## src/rtl/alu_decode_pkg.sv

```systemverilog
// Shared opcode constants and the decoded-control record for the ALU decode/issue stage.
package alu_decode_pkg;

    localparam int unsigned ALU_DW  = 32;
    localparam int unsigned ALU_SHW = 5;

    localparam logic [2:0] OPSEL_SHIFT_REG   = 3'b000;
    localparam logic [2:0] OPSEL_ARITH_LOGIC = 3'b001;
    localparam logic [2:0] OPSEL_MEM_WRITE   = 3'b100;
    localparam logic [2:0] OPSEL_MEM_READ    = 3'b101;

    localparam logic [2:0] OP_ADD  = 3'b000;
    localparam logic [2:0] OP_HADD = 3'b001;
    localparam logic [2:0] OP_SUB  = 3'b010;
    localparam logic [2:0] OP_NOT  = 3'b011;
    localparam logic [2:0] OP_AND  = 3'b100;
    localparam logic [2:0] OP_OR   = 3'b101;
    localparam logic [2:0] OP_XOR  = 3'b110;
    localparam logic [2:0] OP_LHG  = 3'b111;

    localparam logic [2:0] OP_SHLEFTLOG = 3'b000;
    localparam logic [2:0] OP_SHLEFTART = 3'b001;
    localparam logic [2:0] OP_SHRGHTLOG = 3'b010;
    localparam logic [2:0] OP_SHRGHTART = 3'b011;

    typedef struct packed {
        logic [ALU_DW-1:0]  aluin1;
        logic [ALU_DW-1:0]  aluin2;
        logic [2:0]         opselect;
        logic [2:0]         operation;
        logic [ALU_SHW-1:0] shift_number;
        logic               illegal;
    } alu_ctrl_t;

    // Immediates of the signed arithmetic operations are sign-extended.
    function automatic logic is_signed_op(input logic [2:0] op);
        return (op == OP_ADD) || (op == OP_HADD) || (op == OP_SUB);
    endfunction

endpackage

```

## src/rtl/decode_skid_buf.sv

```systemverilog
// Two-entry valid/ready skid buffer with registered output and registered upstream ready.
module decode_skid_buf
    import alu_decode_pkg::*;
#(
    parameter type T = alu_ctrl_t
) (
    input  logic clk,
    input  logic rst,
    input  logic i_valid,
    output logic o_ready,
    input  T     i_data,
    output logic o_valid,
    input  logic i_ready,
    output T     o_data
);

    logic [1:0] r_count;
    logic       r_wr;
    logic       r_rd;
    logic       r_ready;
    T           r_slot0;
    T           r_slot1;
    logic       w_push;
    logic       w_pop;
    logic [1:0] w_count_nxt;

    assign w_push = i_valid & r_ready;
    assign w_pop  = (r_count != 2'd0) & i_ready;

    always_comb begin
        w_count_nxt = r_count;
        if (w_push && !w_pop) begin
            w_count_nxt = r_count + 2'd1;
        end else if (!w_push && w_pop) begin
            w_count_nxt = r_count - 2'd1;
        end
    end

    always_ff @(posedge clk or posedge rst) begin
        if (rst) begin
            r_count <= 2'd0;
            r_wr    <= 1'b0;
            r_rd    <= 1'b0;
            r_ready <= 1'b1;
            r_slot0 <= '0;
            r_slot1 <= '0;
        end else begin
            r_count <= w_count_nxt;
            // Ready drops only once both slots hold beats.
            r_ready <= (w_count_nxt != 2'd2);
            if (w_push) begin
                r_wr <= ~r_wr;
                if (r_wr) begin
                    r_slot1 <= i_data;
                end else begin
                    r_slot0 <= i_data;
                end
            end
            if (w_pop) begin
                r_rd <= ~r_rd;
            end
        end
    end

    assign o_ready = r_ready;
    assign o_valid = (r_count != 2'd0);
    assign o_data  = r_rd ? r_slot1 : r_slot0;

endmodule

```

## src/rtl/alu_decode_stage.sv

```systemverilog
// Decode/issue stage feeding the execute-stage ALU through a 2-entry skid buffer.
// Optional DECODE_ERRCNT_EN adds a saturating illegal-beat counter on err_count.
module alu_decode_stage
    import alu_decode_pkg::*;
#(
    parameter int unsigned DW  = ALU_DW,
    parameter int unsigned SHW = ALU_SHW
`ifdef DECODE_ERRCNT_EN
    ,parameter int unsigned ERRW = 16
`endif
) (
    input  logic           clk,
    input  logic           rst,
    input  logic           in_valid,
    output logic           in_ready,
    input  logic [31:0]    instr,
    input  logic [DW-1:0]  rs1_data,
    input  logic [DW-1:0]  rs2_data,
    input  logic           out_ready,
    output logic           out_valid,
    output logic [DW-1:0]  aluin1,
    output logic [DW-1:0]  aluin2,
    output logic [2:0]     opselect,
    output logic [2:0]     operation,
    output logic [SHW-1:0] shift_number,
    output logic           enable_shift,
    output logic           enable_arith,
    output logic           illegal
`ifdef DECODE_ERRCNT_EN
    ,output logic [ERRW-1:0] err_count
`endif
);

    logic [2:0]    w_opsel;
    logic [2:0]    w_op;
    logic          w_imm_sel;
    logic [15:0]   w_imm16;
    logic [4:0]    w_shamt;
    logic [DW-1:0] w_imm_ext;
    logic [DW-1:0] w_opb;
    alu_ctrl_t     w_ctrl;
    alu_ctrl_t     w_q;
    logic          w_fire;
    logic          w_unused;

    assign w_opsel   = instr[31:29];
    assign w_op      = instr[28:26];
    assign w_imm_sel = instr[25];
    assign w_imm16   = instr[15:0];
    assign w_shamt   = instr[10:6];
    assign w_unused  = &{1'b0, instr[24:16]};

    always_comb begin
        w_ctrl           = '0;
        w_ctrl.opselect  = w_opsel;
        w_ctrl.operation = w_op;
        w_imm_ext        = is_signed_op(w_op) ? {{(DW-16){w_imm16[15]}}, w_imm16}
                                              : {{(DW-16){1'b0}}, w_imm16};
        w_opb            = w_imm_sel ? w_imm_ext : rs2_data;
        case (w_opsel)
            OPSEL_ARITH_LOGIC: begin
                case (w_op)
                    OP_ADD, OP_HADD, OP_AND, OP_OR, OP_XOR: begin
                        w_ctrl.aluin1 = rs1_data;
                        w_ctrl.aluin2 = w_opb;
                    end
                    // Execute computes aluin2 - aluin1, so operands swap here.
                    OP_SUB: begin
                        w_ctrl.aluin1 = w_opb;
                        w_ctrl.aluin2 = rs1_data;
                    end
                    OP_NOT: w_ctrl.aluin2 = rs1_data;
                    OP_LHG: w_ctrl.aluin2 = {{(DW-16){1'b0}}, w_imm16};
                    default: w_ctrl.illegal = 1'b1;
                endcase
            end
            OPSEL_MEM_READ: w_ctrl.aluin2 = rs2_data;
            OPSEL_SHIFT_REG: begin
                w_ctrl.aluin1       = rs1_data;
                w_ctrl.shift_number = w_imm_sel ? w_shamt : rs2_data[SHW-1:0];
            end
            default: w_ctrl.illegal = 1'b1;
        endcase
    end

    decode_skid_buf #(
        .T(alu_ctrl_t)
    ) u_skid (
        .clk     (clk),
        .rst     (rst),
        .i_valid (in_valid),
        .o_ready (in_ready),
        .i_data  (w_ctrl),
        .o_valid (out_valid),
        .i_ready (out_ready),
        .o_data  (w_q)
    );

    assign w_fire       = out_valid & out_ready;
    assign aluin1       = w_q.aluin1;
    assign aluin2       = w_q.aluin2;
    assign opselect     = w_q.opselect;
    assign operation    = w_q.operation;
    assign shift_number = w_q.shift_number;
    assign illegal      = out_valid & w_q.illegal;
    assign enable_shift = w_fire & ~w_q.illegal & (w_q.opselect == OPSEL_SHIFT_REG);
    assign enable_arith = w_fire & ~w_q.illegal &
                          ((w_q.opselect == OPSEL_ARITH_LOGIC) || (w_q.opselect == OPSEL_MEM_READ));

`ifdef DECODE_ERRCNT_EN
    logic [ERRW-1:0] r_err_count;

    always_ff @(posedge clk or posedge rst) begin
        if (rst) begin
            r_err_count <= '0;
        end else if (w_fire && w_q.illegal && (r_err_count != '1)) begin
            r_err_count <= r_err_count + 1'b1;
        end
    end

    assign err_count = r_err_count;
`endif

endmodule

```

## config.mk

```make
export PLATFORM = sky130hd
export DESIGN_NAME = alu_decode_stage
export DESIGN_NICKNAME = d
export VERILOG_FILES = /design/src/rtl/alu_decode_pkg.sv /design/src/rtl/decode_skid_buf.sv /design/src/rtl/alu_decode_stage.sv
export SDC_FILE = /design/constraint.sdc
export NUM_CORES = 1
export LEC_CHECK = 0
export BUFFER_PORTS_ARGS = -buffer_cell sky130_fd_sc_hd__buf_2
export CAP_MARGIN = 0
export CORE_AREA = 5 5 153 126
export DETAILED_ROUTE_END_ITERATION = 16
export DIE_AREA = 0 0 158 131
export PLACE_DENSITY_LB_ADDON = 0.1
export SLEW_MARGIN = 20
export SYNTH_ARGS = -nofsm -noshare
export SYNTH_HDL_FRONTEND = slang
export SYNTH_SLANG_ARGS = --single-unit
```

## constraint.sdc

```tcl
create_clock -name clk -period 4.6 [get_ports clk]
set_input_delay 0.46 -clock clk [delete_from_list [all_inputs] [get_ports clk]]
set_output_delay 0.46 -clock clk [all_outputs]
set_load 0.02 [all_outputs]
```

==> summary.md <==
| Metric | Value |
|---|---|
| Routed vias/inst | about 6.3 |
| DRC errors left | 0 |
| Finished Layout Cells | approximately 1200 |
| Root buffer cell | clkbuf_16 |
| Core Util, Final | 57.3% |
| Starting DRT DRC Count | between 700 and 800 |
| Synth-to-Final Area Change | 18.3% |
| Router iterations before antenna repair | 6 |
| Final setup TNS | 0 ps |
| CP Capture Type | output pin |
| Number of global-route vias before repair | about 7300 |
| Core area | around 18000 um2 |
| Clk buf depth | 2 |
| Run status | finished clean |
| Syn avg cell area | roughly 9.9 um2 |
| TritonCTS Buffers | 17 |
| Layout Skew | between 7 and 8 ps |
| Die area | between 20000 and 25000 um2 |
| Static leakage | around 4.8 nW |
| Max rail drop VDD | 0.300 mV |
| Register-to-Register Setup Slack | 1970 ps |
| Minimum clock period after layout | ~3000 ps |
| First-pass GRT wire length | around 40000 um |
| Post-synth EDFFs | 0 |
| Relative slew slack | a little under a third |
| Pwr/cell area | around 580 nW/um2 |
| Worst slack, placed | roughly 1600 ps |
| Hold_ws | 221 ps |
| Register Area | around 3900 um2 |
| Fillers | between 1500 and 2000 |
| Port buffer count | 170 |
| Register clock-pin slew on the reported worst setup and hold paths | 60 ps |
| Post-synth cell types | 38 |
| Finished Cell Area | between 10000 and 15000 um2 |
| CTS tree | built |
| Final nets | between 1000 and 1500 |
| RR Startpoint | u_skid.o_ready |
| Total power | about 6 mW |
| CP Cell Sequence | buf_4 -> mux2_2 -> buf_2 |
| Mapped Area | roughly 8600 um2 |
| FMAX | around 340 MHz |
| Worst-margin pin slew | between 1000 and 1500 ps |
| Antenna-violating nets left | 0 |
| Htree depth | 4 |
| Reg2Reg Depth | 3 |
| Die X | 158 um |
| Period utilisation layout | 64.4% |
| Setup Fix Bufs, Post-CTS | 0 |
| Post-synth top flop | dfrtp_1 |
| Yosys warns | 0 |
| CTS resizes | 0 |
| Post-placement cell count | ~1200 |
| GPL Wtd Cong | roughly 0.81 |
| CTS Hold Buffers Added | 0 |
| Io pins | between 150 and 200 |
| Synth async-reset ratio | 100% |
| Largest net degree at the start of global routing | around 160 |
| DR vias | around 7700 |
| Slowest cell on the critical path | dfrtp_4 |
| Initial Util | roughly half |
| Synth Instances | 868 |
| R2R Path End | u_skid.r_slot1[34] |
| Slew Limit Fails | 0 |
| RSZ-0062 raised after global routing | no |
| Post-DP HPWL | 16200 um |
| Final hold vios | 0 |
| Critical path type | flip-flop to output pin |
| CP Launch Type | flip-flop |
| Setup WS post-layout | 1640 ps |
| Req. time, crit path | 4140 ps |
| Commonest non-fill, non-tap cells in the layout | buf_2, nand2_1, dfrtp_1 |
| Max-Cap Viols | 0 |
| Final Setup Violations | 0 |
| Site row count | 44 |
| Share of cells above drive strength 1 | about a third |
| Final WL | ~27000 um |
| WL per Instance | about 22 um |
| Sink Count | about 160 |
| CP peak stage delay | ~850 ps |
| Placed cell areas | around 9500 um2 |
| Total track usage | between 20 and 30% |
| Initial antenna violation count | 1 |
| Yosys reg bits | between 150 and 200 |
| Global route overflow | 0 |
| Worst-Skew Late Latency | 420 ps |
| Synth Net Count | slightly below 1000 |
| Worst path arrival time | between 2000 and 3000 ps |
| CP Max Fanout | just over 40 |
| Post-synthesis sequential area ratio | 45.9% |
| Most common cell after layout, fill and taps aside | buf_2 |
| HP Class | input port to asynchronous set/reset pin |
| Multi-input combinational cell area | between 4000 and 5000 um2 |
| Die Y | approximately 130 um |
==> layer usage <==
layer	up-vias	part of all wire [%]	global-route usage, %
li1	3517	-	-
met1	3797	47	38.1
met2	347	45	38.2
met3	29	7.4	4.28
met4	0	1.1	6.42
met5	-	0	0
==> flip-flops by register name, indices dropped and copies added, names as in the netlist <==
name,flops
u_skid.r_slot1,76
u_skid.o_ready,1
u_skid.r_slot0,76
u_skid.r_rd,1
u_skid.r_count,2
u_skid.r_wr,1
==> critical path, delay by kind of cell (launching register included) <==
kind | cells | cell delay, ps
buffers and inverters | 2 | 780
flip-flops | 1 | 850
multiplexers | 1 | 430
==> cell usage after synthesis, types with 4 or more instances <==
cell | n | area share, %
a211oi_1 | 22 | 1.9
nand3_1 | 5 | 0.29
clkbuf_1 | 46 | 2.0
o22ai_1 | 15 | 1.1
buf_1 | 4 | 0.18
a211o_1 | 8 | 0.82
mux2_2 | 94 | 12
o221ai_1 | 62 | 6.3
a221o_1 | 54 | 6.3
inv_1 | 24 | 1.1
a22oi_1 | 43 | 3.8
dfrtp_1 | 156 | 46
a21oi_1 | 35 | 2.0
nor2b_1 | 4 | 0.29
o21ai_0 | 36 | 2.1
nor2_1 | 36 | 1.6
nand2_1 | 159 | 7.0
buf_2 | 33 | 1.9
==> logic make-up (layout without fill, tap and decap cells) <==
group | Yosys count | count (layout) | synth area share (%)
compound gates | 279 | 279 | 24.9
simple gates | 227 | 227 | 11.2
flops | 157 | 157 | 45.9
buf+inv | 107 | 236 | 5.17
mux | 95 | 95 | 12.5
xor+xnor | 2 | 2 | 0.205
fa+ha+maj | 1 | 1 | 0.146
other cells | 0 | 1 | 0
==> how the worst max path moves through the flow <==
stage | slack [ps] | from | end | cells past startpoint
after floorplan | 2150 | rst | u_skid.r_count[0] | 1
after global placement | 1560 | instr[28] | u_skid.r_slot1[72] | 6
after detailed placement | 1560 | instr[28] | u_skid.r_slot1[64] | 6
after CTS | 1610 | u_skid.r_rd | aluin1[11] | 3
after global routing | 1540 | u_skid.r_rd | enable_shift | 4
final | 1640 | u_skid.r_rd | aluin2[11] | 3
==> where the power goes <==
group          internal [mW]  switching, mW
clock network          0.979          0.589
registers               1.82          0.321
logic                  0.899           1.27
==> final cells by class <==
type	count	area share [%]
flip-flops and latches	157	38.9
multi-input cells	604	41.6
repair buffers	180	9.27
inverters	24	0.927
diodes	1	0.0247
well taps	230	2.84
clock inverters	14	2.11
clock buffers	18	4.34
Note: power is estimated with default switching activity, not from simulation.
